### config.mk
export PLATFORM = sky130hd
export DESIGN_NAME = mc_control
export DESIGN_NICKNAME = d
export VERILOG_FILES = /design/src/rtl/mc_pkg.sv /design/src/rtl/mc_alu_decode.sv /design/src/rtl/mc_control.sv
export SDC_FILE = /design/constraint.sdc
export NUM_CORES = 1
export LEC_CHECK = 0
export BUFFER_PORTS_ARGS = -buffer_cell sky130_fd_sc_hd__buf_2
export CAP_MARGIN = 20
export CORE_ASPECT_RATIO = 1.25
export CORE_MARGIN = 1
export CORE_UTILIZATION = 39
export CTS_CLUSTER_SIZE = 30
export DETAILED_ROUTE_END_ITERATION = 12
export HOLD_SLACK_MARGIN = 0.06
export PLACE_DENSITY_LB_ADDON = 0.12
export REMOVE_ABC_BUFFERS = 1
export SETUP_SLACK_MARGIN = 0.2
export SLEW_MARGIN = 20
export SYNTH_ARGS = -nofsm -noshare
export SYNTH_HDL_FRONTEND = slang
export SYNTH_HIERARCHICAL = 1
export SYNTH_SLANG_ARGS = --single-unit
### constraint.sdc
create_clock -name CLK -period 3.03 [get_ports CLK]
set_input_delay 0.7575 -clock CLK [delete_from_list [all_inputs] [get_ports CLK]]
set_output_delay 0.7575 -clock CLK [all_outputs]
set_load 0.01 [all_outputs]
### src/rtl/mc_pkg.sv
// Shared encodings for the badmips multi-cycle control unit and its ALU.
package mc_pkg;

    localparam logic [2:0] ALU_AND = 3'd0;
    localparam logic [2:0] ALU_OR  = 3'd1;
    localparam logic [2:0] ALU_XOR = 3'd2;
    localparam logic [2:0] ALU_NOR = 3'd3;
    localparam logic [2:0] ALU_ADD = 3'd4;
    localparam logic [2:0] ALU_SUB = 3'd5;
    localparam logic [2:0] ALU_SLT = 3'd6;
    localparam logic [2:0] ALU_SLL = 3'd7;

    localparam logic [5:0] OP_RTYPE = 6'h00;
    localparam logic [5:0] OP_J     = 6'h02;
    localparam logic [5:0] OP_JAL   = 6'h03;
    localparam logic [5:0] OP_BEQ   = 6'h04;
    localparam logic [5:0] OP_BNE   = 6'h05;
    localparam logic [5:0] OP_ADDI  = 6'h08;
    localparam logic [5:0] OP_ADDIU = 6'h09;
    localparam logic [5:0] OP_SLTI  = 6'h0A;
    localparam logic [5:0] OP_ANDI  = 6'h0C;
    localparam logic [5:0] OP_ORI   = 6'h0D;
    localparam logic [5:0] OP_XORI  = 6'h0E;
    localparam logic [5:0] OP_LW    = 6'h23;
    localparam logic [5:0] OP_SW    = 6'h2B;

    localparam logic [5:0] F_SLL  = 6'h00;
    localparam logic [5:0] F_ADD  = 6'h20;
    localparam logic [5:0] F_ADDU = 6'h21;
    localparam logic [5:0] F_SUB  = 6'h22;
    localparam logic [5:0] F_SUBU = 6'h23;
    localparam logic [5:0] F_AND  = 6'h24;
    localparam logic [5:0] F_OR   = 6'h25;
    localparam logic [5:0] F_XOR  = 6'h26;
    localparam logic [5:0] F_NOR  = 6'h27;
    localparam logic [5:0] F_SLT  = 6'h2A;

    localparam logic [1:0] SRCA_PC    = 2'd0;
    localparam logic [1:0] SRCA_RS    = 2'd1;
    localparam logic [1:0] SRCA_SHAMT = 2'd2;

    localparam logic [1:0] SRCB_RT     = 2'd0;
    localparam logic [1:0] SRCB_FOUR   = 2'd1;
    localparam logic [1:0] SRCB_IMM    = 2'd2;
    localparam logic [1:0] SRCB_IMM_SH = 2'd3;

    localparam logic [1:0] REGDST_RT = 2'd0;
    localparam logic [1:0] REGDST_RD = 2'd1;
    localparam logic [1:0] REGDST_RA = 2'd2;

    localparam logic [1:0] WB_ALUOUT = 2'd0;
    localparam logic [1:0] WB_MDR    = 2'd1;
    localparam logic [1:0] WB_PC     = 2'd2;

    localparam logic [1:0] PCSRC_ALU    = 2'd0;
    localparam logic [1:0] PCSRC_ALUOUT = 2'd1;
    localparam logic [1:0] PCSRC_JUMP   = 2'd2;

    typedef logic [3:0] mc_state_t;

    localparam mc_state_t ST_IDLE     = 4'd0;
    localparam mc_state_t ST_FETCH    = 4'd1;
    localparam mc_state_t ST_DECODE   = 4'd2;
    localparam mc_state_t ST_EXEC_R   = 4'd3;
    localparam mc_state_t ST_EXEC_I   = 4'd4;
    localparam mc_state_t ST_MEM_ADDR = 4'd5;
    localparam mc_state_t ST_MEM_RD   = 4'd6;
    localparam mc_state_t ST_MEM_WB   = 4'd7;
    localparam mc_state_t ST_MEM_WR   = 4'd8;
    localparam mc_state_t ST_BRANCH   = 4'd9;
    localparam mc_state_t ST_JUMP     = 4'd10;
    localparam mc_state_t ST_WB_ALU   = 4'd11;
    localparam mc_state_t ST_HALT     = 4'd12;

    // Which ALU setup a state needs; states that leave the ALU idle use CLS_NONE.
    typedef enum logic [2:0] {
        CLS_NONE,
        CLS_FETCH,
        CLS_DECODE,
        CLS_EXEC_R,
        CLS_EXEC_I,
        CLS_MEM_ADDR,
        CLS_BRANCH
    } alu_cls_e;

    function automatic logic ovf_checked(input logic [5:0] opcode, input logic [5:0] funct);
        return ((opcode == OP_RTYPE) && ((funct == F_ADD) || (funct == F_SUB))) ||
               (opcode == OP_ADDI);
    endfunction

endpackage

### src/rtl/mc_alu_decode.sv
// Combinational ALU operation and operand-select decode for mc_control.
module mc_alu_decode
    import mc_pkg::*;
(
    input  alu_cls_e   i_cls,
    input  logic [5:0] i_opcode,
    input  logic [5:0] i_funct,
    output logic [2:0] o_alu_op,
    output logic [1:0] o_src_a,
    output logic [1:0] o_src_b,
    output logic       o_imm_zext,
    output logic       o_illegal
);

    always_comb begin
        o_alu_op   = ALU_AND;
        o_src_a    = SRCA_PC;
        o_src_b    = SRCB_RT;
        o_imm_zext = 1'b0;
        o_illegal  = 1'b0;
        case (i_cls)
            CLS_FETCH: begin
                o_alu_op = ALU_ADD;
                o_src_a  = SRCA_PC;
                o_src_b  = SRCB_FOUR;
            end
            CLS_DECODE: begin
                o_alu_op = ALU_ADD;
                o_src_a  = SRCA_PC;
                o_src_b  = SRCB_IMM_SH;
            end
            CLS_MEM_ADDR: begin
                o_alu_op = ALU_ADD;
                o_src_a  = SRCA_RS;
                o_src_b  = SRCB_IMM;
            end
            CLS_BRANCH: begin
                o_alu_op = ALU_SUB;
                o_src_a  = SRCA_RS;
                o_src_b  = SRCB_RT;
            end
            CLS_EXEC_R: begin
                o_src_a = SRCA_RS;
                o_src_b = SRCB_RT;
                case (i_funct)
                    F_ADD, F_ADDU: o_alu_op = ALU_ADD;
                    F_SUB, F_SUBU: o_alu_op = ALU_SUB;
                    F_AND:         o_alu_op = ALU_AND;
                    F_OR:          o_alu_op = ALU_OR;
                    F_XOR:         o_alu_op = ALU_XOR;
                    F_NOR:         o_alu_op = ALU_NOR;
                    F_SLT:         o_alu_op = ALU_SLT;
                    F_SLL: begin
                        o_alu_op = ALU_SLL;
                        o_src_a  = SRCA_SHAMT;
                    end
                    default: begin
                        o_src_a   = SRCA_PC;
                        o_illegal = 1'b1;
                    end
                endcase
            end
            CLS_EXEC_I: begin
                o_src_a = SRCA_RS;
                o_src_b = SRCB_IMM;
                case (i_opcode)
                    OP_ADDI, OP_ADDIU: o_alu_op = ALU_ADD;
                    OP_SLTI:           o_alu_op = ALU_SLT;
                    OP_ANDI: begin
                        o_alu_op   = ALU_AND;
                        o_imm_zext = 1'b1;
                    end
                    OP_ORI: begin
                        o_alu_op   = ALU_OR;
                        o_imm_zext = 1'b1;
                    end
                    OP_XORI: begin
                        o_alu_op   = ALU_XOR;
                        o_imm_zext = 1'b1;
                    end
                    default: begin
                        o_src_a   = SRCA_PC;
                        o_src_b   = SRCB_RT;
                        o_illegal = 1'b1;
                    end
                endcase
            end
            default: ;
        endcase
    end

endmodule

### src/rtl/mc_control.sv
// Multi-cycle control FSM for the badmips datapath: sequences fetch/decode/execute/memory/writeback.
module mc_control
    import mc_pkg::*;
(
    input  logic       CLK,
    input  logic       RST,
    input  logic [5:0] OPCODE,
    input  logic [5:0] FUNCT,
    input  logic       ZF,
    input  logic       OF,
    input  logic       MEM_READY,
    output logic [2:0] ALU_OP,
    output logic [1:0] ALU_SRC_A,
    output logic [1:0] ALU_SRC_B,
    output logic       IMM_ZEXT,
    output logic       PC_WRITE,
    output logic       IR_WRITE,
    output logic       MEM_READ,
    output logic       MEM_WRITE,
    output logic       REG_WRITE,
    output logic [1:0] REG_DST,
    output logic [1:0] WB_SRC,
    output logic [1:0] PC_SRC,
    output logic       OVF,
    output logic       ILLEGAL
);

    mc_state_t r_state;
    mc_state_t w_next;
    logic      r_of;
    alu_cls_e  w_cls;
    logic      w_dec_illegal;

    always_ff @(posedge CLK) begin
        if (RST) begin
            r_state <= ST_IDLE;
            r_of    <= 1'b0;
        end else begin
            r_state <= w_next;
            // Only signed add/sub/addi may suppress the following writeback.
            if ((r_state == ST_EXEC_R) || (r_state == ST_EXEC_I)) begin
                r_of <= OF & ovf_checked(OPCODE, FUNCT);
            end
        end
    end

    always_comb begin
        w_cls = CLS_NONE;
        case (r_state)
            ST_FETCH:    w_cls = CLS_FETCH;
            ST_DECODE:   w_cls = CLS_DECODE;
            ST_EXEC_R:   w_cls = CLS_EXEC_R;
            ST_EXEC_I:   w_cls = CLS_EXEC_I;
            ST_MEM_ADDR: w_cls = CLS_MEM_ADDR;
            ST_BRANCH:   w_cls = CLS_BRANCH;
            default:     w_cls = CLS_NONE;
        endcase
    end

    mc_alu_decode u_alu_decode (
        .i_cls      (w_cls),
        .i_opcode   (OPCODE),
        .i_funct    (FUNCT),
        .o_alu_op   (ALU_OP),
        .o_src_a    (ALU_SRC_A),
        .o_src_b    (ALU_SRC_B),
        .o_imm_zext (IMM_ZEXT),
        .o_illegal  (w_dec_illegal)
    );

    always_comb begin
        w_next = r_state;
        case (r_state)
            ST_IDLE:  w_next = ST_FETCH;
            ST_FETCH: if (MEM_READY) w_next = ST_DECODE;
            ST_DECODE: begin
                case (OPCODE)
                    OP_RTYPE:                    w_next = ST_EXEC_R;
                    OP_ADDI, OP_ADDIU, OP_SLTI,
                    OP_ANDI, OP_ORI, OP_XORI:    w_next = ST_EXEC_I;
                    OP_LW, OP_SW:                w_next = ST_MEM_ADDR;
                    OP_BEQ, OP_BNE:              w_next = ST_BRANCH;
                    OP_J, OP_JAL:                w_next = ST_JUMP;
                    default:                     w_next = ST_HALT;
                endcase
            end
            ST_EXEC_R, ST_EXEC_I: w_next = w_dec_illegal ? ST_HALT : ST_WB_ALU;
            ST_MEM_ADDR: w_next = (OPCODE == OP_SW) ? ST_MEM_WR : ST_MEM_RD;
            ST_MEM_RD:   if (MEM_READY) w_next = ST_MEM_WB;
            ST_MEM_WR:   if (MEM_READY) w_next = ST_FETCH;
            ST_MEM_WB, ST_WB_ALU, ST_BRANCH, ST_JUMP: w_next = ST_FETCH;
            ST_HALT:     w_next = ST_HALT;
            default:     w_next = ST_IDLE;
        endcase
    end

    always_comb begin
        PC_WRITE  = 1'b0;
        IR_WRITE  = 1'b0;
        MEM_READ  = 1'b0;
        MEM_WRITE = 1'b0;
        REG_WRITE = 1'b0;
        REG_DST   = REGDST_RT;
        WB_SRC    = WB_ALUOUT;
        PC_SRC    = PCSRC_ALU;
        OVF       = 1'b0;
        ILLEGAL   = 1'b0;
        case (r_state)
            ST_FETCH: begin
                MEM_READ = 1'b1;
                IR_WRITE = MEM_READY;
                PC_WRITE = MEM_READY;
                PC_SRC   = PCSRC_ALU;
            end
            ST_MEM_RD: MEM_READ  = 1'b1;
            ST_MEM_WR: MEM_WRITE = 1'b1;
            ST_MEM_WB: begin
                REG_WRITE = 1'b1;
                WB_SRC    = WB_MDR;
                REG_DST   = REGDST_RT;
            end
            ST_WB_ALU: begin
                REG_WRITE = ~r_of;
                OVF       = r_of;
                WB_SRC    = WB_ALUOUT;
                REG_DST   = (OPCODE == OP_RTYPE) ? REGDST_RD : REGDST_RT;
            end
            ST_BRANCH: begin
                PC_SRC   = PCSRC_ALUOUT;
                PC_WRITE = ((OPCODE == OP_BEQ) & ZF) | ((OPCODE == OP_BNE) & ~ZF);
            end
            ST_JUMP: begin
                PC_WRITE = 1'b1;
                PC_SRC   = PCSRC_JUMP;
                if (OPCODE == OP_JAL) begin
                    REG_WRITE = 1'b1;
                    REG_DST   = REGDST_RA;
                    WB_SRC    = WB_PC;
                end
            end
            ST_HALT: ILLEGAL = 1'b1;
            default: ;
        endcase
    end

endmodule

==> run_summary.xml, run 1 <==
<?xml version="1.0" encoding="UTF-8"?>
<metrics>
  <group name="route">
    <metric name="drt-total-wl" unit="um">3620</metric>
    <metric name="detailedRoute.firstPassIterationCount" unit="">4</metric>
    <metric name="dr_drc_count" unit="">0</metric>
    <metric name="route.detailed.wl_per_inst" unit="um">14.1</metric>
    <metric name="postRouteAntennaNets" unit="">0</metric>
    <metric name="route.detailed.vias_per_inst" unit="">5.72</metric>
    <metric name="number_of_drc_violations_after_detailed_routing_iteration_0" unit="">48</metric>
    <metric name="route.vias.total" unit="">1465</metric>
  </group>
  <group name="logic_synthesis">
    <metric name="synth_cell_type_count" unit="">54</metric>
    <metric name="synth_sequential_area_ratio" unit="">0.0897</metric>
    <metric name="syn_avg_cell_area" unit="um2">6.60</metric>
    <metric name="postSynthRegisterBits" unit="">5</metric>
    <metric name="count_of_flip_flops_with_a_built_in_enable_after_synthesis" unit="">0</metric>
    <metric name="yosysWarnings" unit="">6</metric>
    <metric name="syn-cell-area" unit="mm2">0.00112</metric>
    <metric name="synthArstFlopShare" unit="">0</metric>
    <metric name="postSynth.topFlopCell" unit="">dfxtp_1</metric>
    <metric name="number_of_instances_in_the_synthesized_netlist" unit="">169</metric>
  </group>
  <group name="global_routing">
    <metric name="total_routing_usage_reported_by_global_routing" unit="">0.242</metric>
    <metric name="first_global_vias" unit="">1275</metric>
    <metric name="grt_max_degree" unit="">19</metric>
    <metric name="grt_first_pass_wirelength" unit="um">5750</metric>
    <metric name="grt_remaining_overflow" unit="">0</metric>
    <metric name="number_of_antenna_violations_at_the_first_check_in_global_routing" unit="">0</metric>
  </group>
  <group name="power">
    <metric name="power_density" unit="mW/mm2">568</metric>
    <metric name="intPower" unit="W">0.000458</metric>
    <metric name="clock_power_share" unit="">0.093</metric>
    <metric name="power_switching_share" unit="">0.484</metric>
    <metric name="seqPwrFrac" unit="">0.127</metric>
    <metric name="p_comb_frac" unit="">0.780</metric>
    <metric name="netSwitchingPower" unit="W">0.000430</metric>
    <metric name="worst_ir_drop_vdd" unit="uV">280</metric>
    <metric name="cellLeakagePower" unit="nW">0.666</metric>
    <metric name="p_total" unit="W">0.000888</metric>
  </group>
  <group name="clocking">
    <metric name="cts.hold.buffers_added" unit="">0</metric>
    <metric name="cts_tree" unit="">done</metric>
    <metric name="cts_buffers" unit="">3</metric>
    <metric name="clockBufferDepth" unit="">2</metric>
    <metric name="clkSlewWorstSetupHoldPaths" unit="ns">0.05</metric>
    <metric name="cts.sink_count" unit="">5</metric>
    <metric name="htree_num_levels" unit="">1</metric>
    <metric name="cts.root.buffer_cell" unit="">clkbuf_4</metric>
    <metric name="clkLatencyLatePin" unit="ns">0.25</metric>
  </group>
  <group name="die">
    <metric name="core_area" unit="mm2">0.00271</metric>
    <metric name="die-area" unit="mm2">0.00308</metric>
    <metric name="floorplan.rows" unit="">21</metric>
    <metric name="die_width" unit="um">49.8</metric>
    <metric name="floorplan.initialDensity" unit="">0.412</metric>
    <metric name="floorplan.die.height" unit="um">61.8</metric>
    <metric name="io-pin-count" unit="">38</metric>
  </group>
  <group name="final_layout">
    <metric name="num-nets-final" unit="">244</metric>
    <metric name="final_layout_size_suffix_gt1_frac" unit="">0.419</metric>
    <metric name="final_core_utilization" unit="">0.577</metric>
    <metric name="commonest_cells_after_routing_fill_and_taps_aside" unit="">buf_2 (37), buf_4 (22), nor2_1 (16)</metric>
    <metric name="diodes" unit="">0</metric>
    <metric name="flow.area_growth_from_synthesis" unit="%">40.0</metric>
    <metric name="postLayoutCellArea" unit="mm2">0.00156</metric>
    <metric name="layout.cells.most_common" unit="">buf_2</metric>
    <metric name="final_cells" unit="">256</metric>
  </group>
  <group name="timing">
    <metric name="setup_violations" unit="">0</metric>
    <metric name="timing.final.crit_share" unit="">0.985</metric>
    <metric name="whs" unit="ns">0.488</metric>
    <metric name="worst-slew-pin-transition" unit="ns">0.423</metric>
    <metric name="worst_slew_margin_rel" unit="">0.718</metric>
    <metric name="finalWorstPathRequiredPeriod" unit="ns">2.99</metric>
    <metric name="achievable-frequency" unit="MHz">335</metric>
    <metric name="skew" unit="ns">0.00203</metric>
    <metric name="report.final.slew_viol_count" unit="">0</metric>
    <metric name="timing_hold_violations_final" unit="">0</metric>
    <metric name="unrepaired_setup_endpoints_after_global_routing" unit="">yes</metric>
  </group>
  <group name="min_path">
    <metric name="hp-start" unit="">r_of$_SDFFE_PP0P_</metric>
    <metric name="timing.hold.worst_path_depth" unit="">2</metric>
    <metric name="min_path_type" unit="">reg2reg</metric>
  </group>
  <group name="place">
    <metric name="finalWeightedCongestion" unit="">0.932</metric>
    <metric name="port-buffer-count" unit="">37</metric>
    <metric name="hpwl_dp" unit="um">2700</metric>
    <metric name="place.detailed.instances" unit="">245</metric>
    <metric name="dpl-instance-area" unit="mm2">0.00138</metric>
  </group>
  <group name="setup_path">
    <metric name="reg2regPathDepth" unit="">13</metric>
    <metric name="critPathLaunch" unit="">r_state[0]$_SDFFE_PP0P_</metric>
    <metric name="critPathKind" unit="">reg2out</metric>
    <metric name="sequence_of_cells_on_the_critical_path" unit="">buf_4 -&gt; nor2b_2 -&gt; nand2_2 -&gt; a21oi_4 -&gt; or3b_4 -&gt; or4_4 -&gt; a41oi_2 -&gt; buf_2</metric>
    <metric name="worst_r2r_startpoint" unit="">r_state[1]$_SDFFE_PP0P_</metric>
    <metric name="crit_path_max_fanout" unit="">18</metric>
    <metric name="required" unit="ns">2.27</metric>
    <metric name="cp_num_cells" unit="">8</metric>
    <metric name="slowest_delay" unit="ns">0.43</metric>
    <metric name="worstPathBufferInverterCount" unit="">2</metric>
    <metric name="critPathCaptureType" unit="">output pin</metric>
    <metric name="crit_arrival" unit="ns">2.23</metric>
    <metric name="cpLargestDelayFamily" unit="">simple AND/OR/NAND/NOR gates</metric>
    <metric name="crit_path_start_kind" unit="">register</metric>
    <metric name="worst_path_max_delay_cell" unit="">or4_4</metric>
  </group>
  <group name="flow_run">
    <metric name="timing.max_cap.violations" unit="">0</metric>
  </group>
  <group name="status">
    <metric name="status" unit="">finished clean</metric>
  </group>
</metrics>
## layer usage
layer / global-route usage / wire (um) / vias up
met3: 0.0243 / 138 / 10
met4: 0.0531 / 59 / 0
met5: 0 / 0 / -
li1: - / - / 727
met1: 0.291 / 1520 / 677
met2: 0.467 / 1900 / 51
## what timing repair did
| action | CTS | global route |
|---|---|---|
| endpoints found under the hold margin | 0 | 0 |
| pin swaps | 5 | 3 |
| endpoints found under the setup margin | 3 | 7 |
| setup buffers | 5 | 2 |
| resized for setup | 17 | 13 |
## tightest hold or removal path, cell delays in order (launching register included)
cell and delay [ns]:
dfxtp_1 0.32, nand2b_1 0.06, mux2i_1 0.06
## registers in the layout (all words and copies together), names as in the netlist
signal / flops
r_state: 4
r_of: 1
## area by class of cell
class,count,area (um2)
Inverter,11,41.3
Timing Repair Buffer,60,362
Multi-Input combinational cell,142,985
Clock buffer,4,26.3
Sequential cell,5,106
Tap cell,34,42.5
Fill cell,285,1140
## power groups by stage
stage	clock (W)	sequential (W)	combinational [W]
after detailed placement	0	0.0000996	0.000582
after global routing	0.0000857	0.000113	0.000764
final	0.0000827	0.000112	0.000693
after floorplan	0	0.000137	0.000305
after global placement	0	0.0000984	0.000582
after CTS	0.0000840	0.000108	0.000639
## kinds of logic after synthesis
group / after synthesis / synth area share
fa+ha+maj: 4 / 0.0448
flops: 5 / 0.0897
simple gates: 87 / 0.429
mux: 4 / 0.0370
xor+xnor: 1 / 0.00785
compound gates: 46 / 0.283
buf+inv: 22 / 0.109
## Yosys cell counts, drive strengths merged, types with 5 or more instances
| library cell | n | area, um2 |
|---|---|---|
| nor2b | 5 | 31.3 |
| nand2b | 7 | 43.8 |
| nor2 | 19 | 71.3 |
| nor3 | 11 | 55.1 |
| o21ai | 9 | 45.0 |
| or4 | 5 | 45.0 |
| buf | 5 | 36.3 |
| clkbuf | 5 | 32.5 |
| a21oi | 11 | 58.8 |
| nand2 | 15 | 56.3 |
| nand3 | 6 | 30.0 |
| inv | 11 | 41.3 |
| dfxtp | 5 | 100 |
## final timing paths
path                                   to  slack, ns
setup / recovery                ALU_OP[0]       0.04
hold / removal          r_of$_SDFFE_PP0P_       0.49
setup reg to reg  r_state[0]$_SDFFE_PP0P_       0.72
hold reg to reg         r_of$_SDFFE_PP0P_       0.49
## metrics by stage
stage / setup TNS (ns) / setup WS, ns
floorplan: -0.160 / -0.160
global placement: 0 / 0.118
CTS: 0 / 0.0425
global route: -0.0240 / -0.0240
detailed placement: 0 / 0.0900
finish: 0 / 0.0445
(Power assumes the default switching activity.)
==> run 2, diff against run 1 <==
- CORE_UTILIZATION: 39 -> 41
==> run 2 against run 1 <==
Against the previous run: fmax about the same; non-clock buffer count decreased by 2; power shrank 4.1%; critical endpoint unchanged.
==> run_summary.xml, run 2 (synthesis gave the netlist of run 1 again) <==
<?xml version="1.0" encoding="UTF-8"?>
<metrics>
  <group name="setup_path">
    <metric name="required" unit="ns">2.27</metric>
    <metric name="cpLargestDelayFamily" unit="">simple AND/OR/NAND/NOR gates</metric>
    <metric name="crit_path_start_kind" unit="">register</metric>
    <metric name="critPathCaptureType" unit="">output pin</metric>
    <metric name="critical_path.most_common_cell" unit="">buf_4</metric>
    <metric name="crit_path_max_fanout" unit="">5</metric>
    <metric name="sequence_of_cells_on_the_critical_path" unit="">nor2b_4 -&gt; a21oi_2 -&gt; nor2_2 -&gt; buf_4 -&gt; buf_4 -&gt; inv_2 -&gt; ha_2 -&gt; nand2_2 -&gt; or4_4 -&gt; a41oi_2 -&gt; buf_2</metric>
    <metric name="worst_path_max_delay_cell" unit="">or4_4</metric>
    <metric name="critPathKind" unit="">reg2out</metric>
    <metric name="worstPathBufferInverterCount" unit="">4</metric>
    <metric name="slowest_delay" unit="ns">0.42</metric>
    <metric name="crit_arrival" unit="ns">2.23</metric>
  </group>
  <group name="die">
    <metric name="die-area" unit="mm2">0.00294</metric>
    <metric name="die_width" unit="um">48.7</metric>
    <metric name="floorplan.rows" unit="">20</metric>
    <metric name="core_area" unit="mm2">0.00250</metric>
    <metric name="io-pin-count" unit="">38</metric>
    <metric name="floorplan.die.height" unit="um">60.3</metric>
    <metric name="floorplan.initialDensity" unit="">0.446</metric>
  </group>
  <group name="timing">
    <metric name="unrepaired_setup_endpoints_after_global_routing" unit="">yes</metric>
    <metric name="worst-slew-pin-transition" unit="ns">0.430</metric>
    <metric name="report.final.slew_viol_count" unit="">0</metric>
    <metric name="timing_hold_violations_final" unit="">0</metric>
    <metric name="finalWorstPathRequiredPeriod" unit="ns">2.98</metric>
    <metric name="skew" unit="ns">0.0102</metric>
    <metric name="setup_violations" unit="">0</metric>
    <metric name="timing.final.crit_share" unit="">0.985</metric>
    <metric name="achievable-frequency" unit="MHz">335</metric>
    <metric name="worst_slew_margin_rel" unit="">0.713</metric>
  </group>
  <group name="final_layout">
    <metric name="register_bank_with_the_most_flops" unit="">r_state</metric>
    <metric name="largest_reg_flops" unit="">4</metric>
    <metric name="fillerInstances" unit="">246</metric>
    <metric name="num-nets-final" unit="">242</metric>
    <metric name="layout.cells.most_common" unit="">buf_2</metric>
    <metric name="commonest_cells_after_routing_fill_and_taps_aside" unit="">buf_2 (37), buf_4 (20), nor2_1 (17)</metric>
    <metric name="diodes" unit="">0</metric>
    <metric name="flow.area_growth_from_synthesis" unit="%">37.1</metric>
    <metric name="postLayoutCellArea" unit="mm2">0.00153</metric>
    <metric name="largestRegisters" unit="">r_state x4, r_of x1</metric>
    <metric name="final_layout_size_suffix_gt1_frac" unit="">0.395</metric>
  </group>
  <group name="clocking">
    <metric name="cts_buffers" unit="">3</metric>
    <metric name="cts.hold.buffers_added" unit="">0</metric>
    <metric name="cts_tree" unit="">done</metric>
    <metric name="clkLatencyLatePin" unit="ns">0.26</metric>
    <metric name="clockBufferDepth" unit="">2</metric>
    <metric name="cts.sink_count" unit="">5</metric>
    <metric name="htree_num_levels" unit="">1</metric>
    <metric name="cts.root.buffer_cell" unit="">clkbuf_4</metric>
    <metric name="clkSlewWorstSetupHoldPaths" unit="ns">0.05</metric>
  </group>
  <group name="flow_run">
    <metric name="timing.max_cap.violations" unit="">0</metric>
  </group>
  <group name="route">
    <metric name="detailedRoute.firstPassIterationCount" unit="">4</metric>
    <metric name="number_of_drc_violations_after_detailed_routing_iteration_0" unit="">27</metric>
    <metric name="dr_drc_count" unit="">0</metric>
    <metric name="route.vias.total" unit="">1428</metric>
    <metric name="drt-total-wl" unit="um">3630</metric>
    <metric name="route.detailed.vias_per_inst" unit="">5.64</metric>
    <metric name="route.detailed.wl_per_inst" unit="um">14.3</metric>
    <metric name="postRouteAntennaNets" unit="">0</metric>
  </group>
  <group name="place">
    <metric name="hpwl_dp" unit="um">2720</metric>
    <metric name="finalWeightedCongestion" unit="">0.920</metric>
    <metric name="dpl-instance-area" unit="mm2">0.00139</metric>
    <metric name="port-buffer-count" unit="">37</metric>
  </group>
  <group name="global_routing">
    <metric name="first_global_vias" unit="">1300</metric>
    <metric name="grt_first_pass_wirelength" unit="um">5780</metric>
    <metric name="number_of_antenna_violations_at_the_first_check_in_global_routing" unit="">0</metric>
    <metric name="total_routing_usage_reported_by_global_routing" unit="">0.255</metric>
    <metric name="grt_max_degree" unit="">19</metric>
    <metric name="grt_remaining_overflow" unit="">0</metric>
  </group>
  <group name="power">
    <metric name="p_total" unit="W">0.000851</metric>
    <metric name="power_density" unit="mW/mm2">556</metric>
    <metric name="worst_ir_drop_vdd" unit="uV">413</metric>
    <metric name="cellLeakagePower" unit="nW">0.659</metric>
  </group>
  <group name="min_path">
    <metric name="min_path_type" unit="">reg2reg</metric>
  </group>
  <group name="status">
    <metric name="status" unit="">finished clean</metric>
  </group>
</metrics>
run 2: cell types whose count changed in the layout (fill, tap and decap cells not counted), sizes merged:
cell and change:
buf -2
run 2: worst register-to-register path: stages, from the launching register on:
cell       delay (ns)
dfxtp_4          0.38
nor2b_4          0.17
a21oi_2          0.04
nor2_2           0.11
ha_2             0.20
buf_4            0.10
buf_4            0.09
inv_1            0.03
a211oi_1         0.27
o2bb2ai_1        0.28
inv_1            0.08
a21oi_1          0.14
a21oi_1          0.08
o311a_1          0.33
run 2: final timing paths:
path,endpoint,cells past startpoint,slack (ns),from
max,ALU_OP[0],11,0.05,r_state[1]$_SDFFE_PP0P_
min,r_of$_SDFFE_PP0P_,2,0.50,r_of$_SDFFE_PP0P_
max reg2reg,r_state[0]$_SDFFE_PP0P_,13,0.61,r_state[1]$_SDFFE_PP0P_
min reg2reg,r_of$_SDFFE_PP0P_,2,0.50,r_of$_SDFFE_PP0P_
run 2: timing repair:
action | CTS | global route
buffers inserted | 4 | 0
pin swaps | 6 | 2
endpoints found under the setup margin | 3 | 6
gates resized for setup | 18 | 8
run 2: layout make-up:
type | instances | area, um2 | share of cell area
flip-flops and latches | 5 | 108 | 0.0703
clock buffers | 4 | 26.3 | 0.0172
inverters | 11 | 41.3 | 0.0270
multi-input cells | 142 | 967 | 0.632
well taps | 33 | 41.3 | 0.0270
repair buffers | 58 | 347 | 0.226
run 2: power by group:
group	switching, W	internal [W]
combinational	0.000355	0.000296
sequential	0.0000283	0.0000864
clock	0.0000354	0.0000503
total	0.000419	0.000432
run 2: routing by layer:
metal | part of all wire | wire length, um | vias up | track usage
met3 | 0.046 | 165 | 9 | 0.0351
met5 | 0 | 0 | - | 0
met2 | 0.52 | 1900 | 48 | 0.490
met4 | 0.018 | 65 | 0 | 0.101
met1 | 0.41 | 1490 | 647 | 0.287
li1 | - | - | 724 | -
run 2: metrics by stage:
step           instances  TNS, ns  hold slack (ns)  utilization  setup slack [ns]
6_report             253        0            0.497        0.612            0.0451
5_1_grt              253   -0.103            0.536        0.612           -0.0533
4_1_cts              253        0            0.504        0.598            0.0459
3_5_place_dp         245        0            0.494        0.556             0.108
3_3_place_gp         245        0            0.477        0.556             0.121
2_1_floorplan        158   -0.160            0.461            -            -0.160
